$ cat src/rtl/seven_segment_scan.sv
// Multiplexed seven-segment driver: scans NUM_DIGITS digits over a shared segment bus,
// with double-buffered digit data that is only swapped in at a frame boundary.
module seven_segment_scan #(
  parameter int NUM_DIGITS     = 4,
  parameter int REFRESH_DIV    = 50000,
  parameter int HEX_MODE       = 0,
  parameter int SEG_ACTIVE_LOW = 0,
  parameter int AN_ACTIVE_LOW  = 1
) (
  input  logic                      clk,
  input  logic                      rst,
  input  logic                      load,
  input  logic [4*NUM_DIGITS-1:0]   data_in,
  input  logic [NUM_DIGITS-1:0]     dp_in,
  input  logic                      en,
  output logic [6:0]                seg,
  output logic                      dp,
  output logic [NUM_DIGITS-1:0]     an,
  output logic                      frame_start
);

  localparam int IDX_W = (NUM_DIGITS > 1) ? $clog2(NUM_DIGITS) : 1;
  localparam int DIV_W = $clog2(REFRESH_DIV);

  localparam logic [6:0]            SEG_OFF = (SEG_ACTIVE_LOW != 0) ? 7'h7F : 7'h00;
  localparam logic                  DP_OFF  = (SEG_ACTIVE_LOW != 0);
  localparam logic [NUM_DIGITS-1:0] AN_OFF  = (AN_ACTIVE_LOW != 0) ? {NUM_DIGITS{1'b1}}
                                                                   : {NUM_DIGITS{1'b0}};

  logic [DIV_W-1:0]        div_cnt;
  logic [IDX_W-1:0]        digit_idx;
  logic [4*NUM_DIGITS-1:0] pend_data;
  logic [NUM_DIGITS-1:0]   pend_dp;
  logic                    pend_valid;
  logic [4*NUM_DIGITS-1:0] shown_data;
  logic [NUM_DIGITS-1:0]   shown_dp;
  logic                    wrapped;

  logic                    tick;
  logic                    last_digit;
  logic                    wrap;
  logic [3:0]              cur_code;
  logic                    cur_dp;
  logic [6:0]              cur_seg;
  logic [NUM_DIGITS-1:0]   sel;

  // Active-high segment patterns {a..g}; codes above 9 only light up in hex mode.
  function automatic logic [6:0] decode(input logic [3:0] code);
    case (code)
      4'h0:    decode = 7'b1111110;
      4'h1:    decode = 7'b0110000;
      4'h2:    decode = 7'b1101101;
      4'h3:    decode = 7'b1111001;
      4'h4:    decode = 7'b0110011;
      4'h5:    decode = 7'b1011011;
      4'h6:    decode = 7'b1011111;
      4'h7:    decode = 7'b1110000;
      4'h8:    decode = 7'b1111111;
      4'h9:    decode = 7'b1111011;
      4'hA:    decode = (HEX_MODE != 0) ? 7'b1110111 : 7'b0000000;
      4'hB:    decode = (HEX_MODE != 0) ? 7'b0011111 : 7'b0000000;
      4'hC:    decode = (HEX_MODE != 0) ? 7'b1001110 : 7'b0000000;
      4'hD:    decode = (HEX_MODE != 0) ? 7'b0111101 : 7'b0000000;
      4'hE:    decode = (HEX_MODE != 0) ? 7'b1001111 : 7'b0000000;
      default: decode = (HEX_MODE != 0) ? 7'b1000111 : 7'b0000000;
    endcase
  endfunction

  always_comb begin
    tick       = (div_cnt == DIV_W'(REFRESH_DIV - 1));
    last_digit = (digit_idx == IDX_W'(NUM_DIGITS - 1));
    wrap       = tick && last_digit;
    cur_code   = shown_data[{digit_idx, 2'b00} +: 4];
    cur_dp     = shown_dp[digit_idx];
    cur_seg    = decode(cur_code);
    sel        = NUM_DIGITS'(1) << digit_idx;
  end

  // frame_start lags the wrap by one extra register so it lines up with digit 0 on the pins.
  always_ff @(posedge clk) begin
    if (rst) begin
      div_cnt     <= '0;
      digit_idx   <= '0;
      pend_data   <= '0;
      pend_dp     <= '0;
      pend_valid  <= 1'b0;
      shown_data  <= '0;
      shown_dp    <= '0;
      wrapped     <= 1'b0;
      seg         <= SEG_OFF;
      dp          <= DP_OFF;
      an          <= AN_OFF;
      frame_start <= 1'b0;
    end else begin
      seg         <= (SEG_ACTIVE_LOW != 0) ? ~cur_seg : cur_seg;
      dp          <= (SEG_ACTIVE_LOW != 0) ? ~cur_dp : cur_dp;
      an          <= en ? ((AN_ACTIVE_LOW != 0) ? ~sel : sel) : AN_OFF;
      wrapped     <= wrap;
      frame_start <= wrapped;

      if (tick) begin
        div_cnt   <= '0;
        digit_idx <= last_digit ? '0 : digit_idx + IDX_W'(1);
      end else begin
        div_cnt   <= div_cnt + DIV_W'(1);
      end

      // A load coinciding with the wrap lands in pending and waits for the next frame.
      if (wrap && pend_valid) begin
        shown_data <= pend_data;
        shown_dp   <= pend_dp;
        pend_valid <= 1'b0;
      end
      if (load) begin
        pend_data  <= data_in;
        pend_dp    <= dp_in;
        pend_valid <= 1'b1;
      end
    end
  end

endmodule
$ cat config.mk
export PLATFORM = sky130hd
export DESIGN_NAME = seven_segment_scan
export DESIGN_NICKNAME = d
export VERILOG_FILES = /design/src/rtl/seven_segment_scan.sv
export SDC_FILE = /design/constraint.sdc
export NUM_CORES = 1
export LEC_CHECK = 0
export CAP_MARGIN = 20
export CORE_MARGIN = 2
export CORE_UTILIZATION = 60
export CTS_BUF_LIST = sky130_fd_sc_hd__clkbuf_2
export DETAILED_ROUTE_END_ITERATION = 6
export GPL_TIMING_DRIVEN = 0
export HOLD_SLACK_MARGIN = 0.1
export PLACE_DENSITY = 0.86
export SYNTH_ARGS = -nofsm -noshare
export SYNTH_HDL_FRONTEND = slang
export SYNTH_SLANG_ARGS = --single-unit
$ cat constraint.sdc
create_clock -name clk -period 6.42 [get_ports clk]
set_clock_uncertainty 0.05 [all_clocks]
set_input_delay 1.284 -clock clk [delete_from_list [all_inputs] [get_ports clk]]
set_output_delay 1.284 -clock clk [all_outputs]
set_load 0.01 [all_outputs]
==> metrics, run 1 <==
status=finished, final reports clean; data arrival time of the worst path=1.39 ns; setup bufs post-CTS=0; largest net degree at the start of global routing=12; 1st-iter DRT viols=148; Top Family by Delay on Critical Path=buffers and inverters; Die H=74.7 µm; Critical Path Max Stage Delay=0.52 ns; Num Clock Sinks=73; Cells after Synth=322; Worst Tran Pin Value=0.715 ns; Non-Filler Instances=440; Inst Count DP=424; initial antenna violation count=0; H-Tree Depth=3; grt ovf=0; post-synth top area share=48.7%; sequential-to-total area share from yosys stat=48.7%; final wirelength=5820 µm; Chip Width=74.7 µm; Post-synth EDFFs=0; ys flop type=dfxtp_1; CP bufs+invs=1; RSZ-0062 raised after global routing=false; crit end category=output port; IO Port Bufs=35; initial core utilization=62.7%; global-route wire length before repair=9920 µm; asr flop ratio synth=0%; FF+latch area=1460 µm²; Mean Syn Cell Area=9.31 µm²; critical path, cell by cell=clkdlybuf4s50_1; Via density=5.42; final count of hold timing violations=0; DRC=0; Core Rows=25; clock tree buffer depth=2; clock root buffer=clkbuf_2; most numerous cell in the Yosys netlist=dfxtp_1; worst rel slew slack=52.3%; Static Leak=1.30 nW; Final Setup Violations=0; Antenna Cells=0; core area=4790 µm²; cts bufs inserted=9; fin nets=403; Peak Freq=367 MHz; Synth-to-Final Area Change=17.1%; Clock Latency Late Sink=0.52 ns; Cell Pwr Density=206 nW/µm²; GR Util All Layers=23.6%; Mapped Area=3000 µm²; min-delay worst type=reg -> reg; I/O pins=37; Post-CTS Hold Buffers=0; #FFs+latches synth=73; critical-path maximum fanout=1; DR pass1 iterations=4; Period minus WS final=2.72 ns; Synth area leader=dfxtp_1; setup TNS=0 ns; fin crit share=42.4%; CP Class=reg -> out; vias in the first global route=2,249; Syn Nets=357; CTS tree=built; clk slew on worst S/H paths=0.18 ns; per-cell routed wire length=13.2 µm; Slowest-stage cell, CP=clkdlybuf4s50_1; gp weighted congestion=0.840; share of post-route cells with drive strength above 1=7.77%; worst path required time=5.09 ns; max-slew violations=0; synth cell count leaders=dfxtp_1 (73), nor2_1 (38), a21oi_1 (30); Worst setup SP type=flop; post_cts resized=0; Synth Warn #=0; multi-input logic area=1380 µm²; Peak VDD IR=0.000143 V; DR vias=2,386; fillcell total=375; top post-synthesis cells by area=dfxtp_1 (49%), mux2i_1 (7.0%), a21oi_1 (5.0%), nor2_1 (4.8%), ha_1 (4.6%); Die Footprint=5580 µm²; max_cap viols=0; Distinct cells, synth=35; post-DP HPWL=4220 µm; Post-DRT Antenna Nets=0
[report_power, final]
group | total [mW] | switching, mW | internal (mW) | leakage, nW
Combinational | 0.0496 | 0.0215 | 0.0281 | 0.643
Clock | 0.202 | 0.152 | 0.0499 | 0.0606
Sequential | 0.472 | 0.00666 | 0.465 | 0.596
Total | 0.723 | 0.180 | 0.543 | 1.30
[flip-flops by register name, indices dropped and copies added (netlist names)]
signal       flops
shown_data      16
an               4
seg              7
dp               1
pend_dp          4
shown_dp         4
digit_idx        2
pend_valid       1
frame_start      1
wrapped          1
div_cnt         16
pend_data       16
[logic make-up after synthesis]
| group | count (synthesis) | share of synthesized area (%) |
|---|---|---|
| AO/OA/AOI/OAI | 59 | 10.3 |
| XOR/XNOR | 12 | 3.50 |
| adder cells (fa/ha/maj) | 11 | 4.59 |
| buffers and inverters | 37 | 5.30 |
| flip-flops | 73 | 48.7 |
| multiplexers | 26 | 10.8 |
| AND/OR/NAND/NOR | 104 | 16.8 |
[routing by layer]
layer  up-vias  wire length, µm  GRT usage (%)
met5         -                0              0
met1      1103             2600           30.1
met3        13              321           4.82
met2        71             2770           37.9
li1       1199                -              -
met4         0              133           12.7
[layout make-up]
type | instances | share of cell area, %
flip-flops and latches | 73 | 41.6
well taps | 67 | 2.39
clock buffers | 11 | 1.57
plain buffers | 23 | 3.03
inverters | 14 | 1.50
multi-input cells | 212 | 39.3
repair buffers | 35 | 9.98
clock inverters | 5 | 0.641
[cell usage in the layout, fill, tap and decap left out, drive strengths merged]
cell / instances
xnor2: 9
a21boi: 1
o21ai: 22
or2: 2
xor2: 3
o21bai: 1
buf: 10
nand2b: 3
a21oi: 30
or3b: 1
dfxtp: 73
ha: 11
clkinv: 5
or4: 1
clkdlybuf4s50: 35
and2: 1
nand4: 3
o41ai: 1
mux4: 5
and3: 2
or4b: 2
nor2: 38
inv: 14
nor4: 2
mux2i: 21
nor3: 6
nand4b: 1
nand2: 10
nand3: 26
clkbuf: 24
nor2b: 4
or3: 2
o22ai: 4
[per-stage QoR]
stage          worst slack, ns  power (mW)  util, %  cell area [µm²]  hold WS [ns]
3_3_place_gp              3.54       0.530     71.7             3430         0.371
2_1_floorplan             4.10       0.506        -             3000         0.364
4_1_cts                   3.68       0.727     73.4             3510         0.407
6_report                  3.70       0.723     73.4             3510         0.406
5_1_grt                   3.63       0.750     73.4             3510         0.436
3_5_place_dp              3.50       0.532     71.7             3430         0.370
[worst paths after layout]
path	from	to	slack, ns	depth (start not counted)
worst max-delay path	an[1]$_SDFF_PP1_	an[1]	3.70	1
worst min-delay path	wrapped$_SDFF_PP0_	frame_start$_SDFF_PP0_	0.41	1
worst max register to register	div_cnt[4]$_SDFF_PP0_	shown_data[1]$_SDFFE_PP0P_	4.17	5
worst min register to register	wrapped$_SDFF_PP0_	frame_start$_SDFF_PP0_	0.41	1
No activity file was read; power rests on OpenSTA's default activity.
==> inputs of run 2 (changes only) <==
--- a/config.mk
+++ b/config.mk
@@ -7,12 +7,12 @@
 export LEC_CHECK = 0
 export CAP_MARGIN = 20
 export CORE_MARGIN = 2
-export CORE_UTILIZATION = 60
+export CORE_UTILIZATION = 57
 export CTS_BUF_LIST = sky130_fd_sc_hd__clkbuf_2
 export DETAILED_ROUTE_END_ITERATION = 6
 export GPL_TIMING_DRIVEN = 0
 export HOLD_SLACK_MARGIN = 0.1
-export PLACE_DENSITY = 0.86
+export PLACE_DENSITY = 0.83
 export SYNTH_ARGS = -nofsm -noshare
 export SYNTH_HDL_FRONTEND = slang
 export SYNTH_SLANG_ARGS = --single-unit
==> constraint.sdc (replaced) <==
create_clock -name clk -period 2.55 [get_ports clk]
set_clock_uncertainty 0.05 [all_clocks]
set_input_delay 0.51 -clock clk [delete_from_list [all_inputs] [get_ports clk]]
set_output_delay 0.51 -clock clk [all_outputs]
set_load 0.01 [all_outputs]
==> run 2 against run 1 <==
Compared with the run above: first-iteration DRC count grew 28%; worst setup slack worse by 3.5 ns; power grew to 2.5 times the previous value; final cell count up 0.45%; highest routed layer unchanged; sequential power grew to 2.5 times the previous value; critical path depth up 5; sequential share of layout area is 0.16 points lower; register-to-register slack worse by 4.0 ns; core utilization fell by 4.3 points; clock power rose to 2.5 times the previous value; largest power group unchanged; combinational power grew to 2.5 times the previous value; wire length is 5.5% higher.
==> metrics, run 2 (synthesis results as in run 1) <==
status=finished, final reports clean (unchanged); core area=5110 µm² (was 4790 µm²); largest net degree at the start of global routing=13 (was 12); Antenna Cells=0 (unchanged); fin nets=403 (unchanged); setup TNS=0 ns (unchanged); global-route wire length before repair=10,700 µm (was 9920 µm); clock tree buffer depth=2 (unchanged); Chip Width=76.5 µm (was 74.7 µm); worst rel slew slack=44.9% (was 52.3%); worst path required time=2.88 ns (was 5.09 ns); Post-CTS Hold Buffers=0 (unchanged); Via density=5.58 (was 5.42); Placement Setup Slack=0.188 ns (was 3.50 ns); Synth-to-Final Area Change=17.5% (was 17.1%); Die H=76.5 µm (was 74.7 µm); I/O pins=37 (unchanged); CP Class=reg -> reg (was reg -> out); top flop regs=div_cnt: 16 flops, pend_data: 16 flops, shown_data: 16 flops (unchanged); cts bufs inserted=9 (unchanged); fin crit share=91.6%; crit end category=flop (was output port); Non-Filler Instances=442 (was 440); DR pass1 iterations=5 (was 4); Sw Share=25.5% (was 24.9%); final worst slack=0.213 ns (was 3.70 ns); Critical Path Max Stage Delay=0.57 ns (was 0.52 ns); Slowest-stage cell, CP=or4b_1 (was clkdlybuf4s50_1); Cell Pwr Density=518 nW/µm² (was 206 nW/µm²); clock root buffer=clkbuf_2 (unchanged); Final Setup Violations=0 (unchanged); Peak VDD IR=0.000494 V (was 0.000143 V); Num Clock Sinks=73 (unchanged); DRC=0 (unchanged); IO Port Bufs=35 (unchanged); Int Pwr=1.36 mW (was 0.543 mW); max-slew violations=0 (unchanged); data arrival time of the worst path=2.67 ns (was 1.39 ns); critical-path maximum fanout=10 (was 1); setup bufs post-CTS=0 (unchanged); gp weighted congestion=0.876 (was 0.840); commonest cells after routing, fill and taps aside=dfxtp_1 (73), nor2_1 (38), clkdlybuf4s50_1 (35), a21oi_1 (30), nand3_1 (26) (unchanged); commonest non-fill, non-tap cell in the layout=dfxtp_1 (unchanged); H-Tree Depth=3 (unchanged); Pwr Total=1.83 mW (was 0.723 mW); fillcell total=424 (was 375); CP bufs+invs=2 (was 1); 1st-iter DRT viols=190 (was 148); Top Family by Delay on Critical Path=simple AND/OR/NAND/NOR gates (was buffers and inverters); Die Footprint=5860 µm² (was 5580 µm²); Period minus WS final=2.34 ns; Worst Tran Pin Value=0.826 ns (was 0.715 ns); GR Util All Layers=23.0% (was 23.6%); Comb power frac=6.9% (about the same); initial antenna violation count=0 (unchanged); Clock Latency Late Sink=0.50 ns (was 0.52 ns); per-cell routed wire length=13.9 µm (was 13.2 µm); share of post-route cells with drive strength above 1=8.33% (was 7.77%); vias in the first global route=2,344 (was 2,249); Inst Count DP=427 (was 424); Sequential Power Share=65.2% (was 65.3%); CTS tree=built (unchanged); RSZ-0062 raised after global routing=false (unchanged); final wirelength=6150 µm (was 5820 µm); initial core utilization=58.7% (was 62.7%); max_cap viols=0 (unchanged); clock power share=28.0% (was 27.9%); Core Rows=26 (was 25); DR vias=2,465 (was 2,386); grt ovf=0 (unchanged); min-delay worst type=in -> reg (was reg -> reg); switching pwr=0.465 mW (was 0.180 mW); clk slew on worst S/H paths=0.20 ns (was 0.18 ns); Static Leak=1.30 nW (about the same); Peak Freq=428 MHz; Post-DRT Antenna Nets=0 (unchanged); final count of hold timing violations=0 (unchanged); post_cts resized=0 (unchanged); post-DP HPWL=4350 µm (was 4220 µm); final design utilization=69.0% (was 73.4%); critical path, cell by cell=or4b_1 -> or4_1 -> clkbuf_1 -> buf_2 -> o21ai_1 -> a21oi_1 (was clkdlybuf4s50_1); Worst setup SP type=flop (unchanged)
run 2: cell types whose count changed in the layout (fill, tap and decap cells not counted):
cell        delta
nor4_2         +1
clkinv_1       -2
nor4_1         -1
clkinv_4       +1
clkinv_2       +1
clkbuf_2       -2
clkinvlp_4     +1
run 2: final timing paths:
path                         start                          end  slack (ns)  cells after the start
max reg2reg  div_cnt[4]$_SDFF_PP0_  shown_data[14]$_SDFFE_PP0P_        0.21                      6
min reg2reg     wrapped$_SDFF_PP0_       frame_start$_SDFF_PP0_        0.39                      1
min                           load    pend_data[4]$_SDFFE_PP0P_        0.30                      3
max          div_cnt[4]$_SDFF_PP0_  shown_data[14]$_SDFFE_PP0P_        0.21                      6
run 2: routing by layer:
metal | up-vias | global-route usage (%) | wire length [µm]
li1 | 1197 | - | -
met1 | 1174 | 28.6 | 2730
met2 | 81 | 37.3 | 2950
met3 | 13 | 6.87 | 349
met4 | 0 | 9.27 | 115
met5 | - | 0 | 0
run 2: through the flow:
step | hold WS [ns] | cell area (µm²)
finish | 0.303 | 3520
global route | 0.265 | 3520
CTS | 0.271 | 3520
detailed placement | 0.396 | 3440
global placement | 0.381 | 3440
floorplan | 0.364 | 3000
run 2: power by group through the flow:
stage | Combinational, mW | Clock, mW | Sequential, mW
2_1_floorplan | 0.0632 | 0 | 1.21
3_3_place_gp | 0.123 | 0 | 1.21
3_5_place_dp | 0.126 | 0 | 1.21
4_1_cts | 0.126 | 0.518 | 1.19
5_1_grt | 0.138 | 0.570 | 1.20
6_report | 0.125 | 0.511 | 1.19
run 2: final cells by class:
cell class,instances,area (µm²),area share [%]
flip-flops and latches,73,1460,41.5
inverters,14,52.6,1.49
plain buffers,23,106,3.02
multi-input cells,212,1390,39.3
clock buffers,9,45.0,1.28
clock inverters,6,36.3,1.03
repair buffers,35,350,9.94
well taps,70,87.6,2.48
run 2: tightest hold or removal path, cell delays in order:
cell and delay (ns):
clkbuf_1 0.13, mux2i_1 0.09, nor2_1 0.07
==> inputs of run 3 (changes only) <==
--- a/config.mk
+++ b/config.mk
@@ -13,6 +13,7 @@
 export GPL_TIMING_DRIVEN = 0
 export HOLD_SLACK_MARGIN = 0.1
 export PLACE_DENSITY = 0.83
+export SLEW_MARGIN = 10
 export SYNTH_ARGS = -nofsm -noshare
 export SYNTH_HDL_FRONTEND = slang
 export SYNTH_SLANG_ARGS = --single-unit
==> results of run 3 <==
No change in the layout: final DEF, timing and power equal those of run 2.
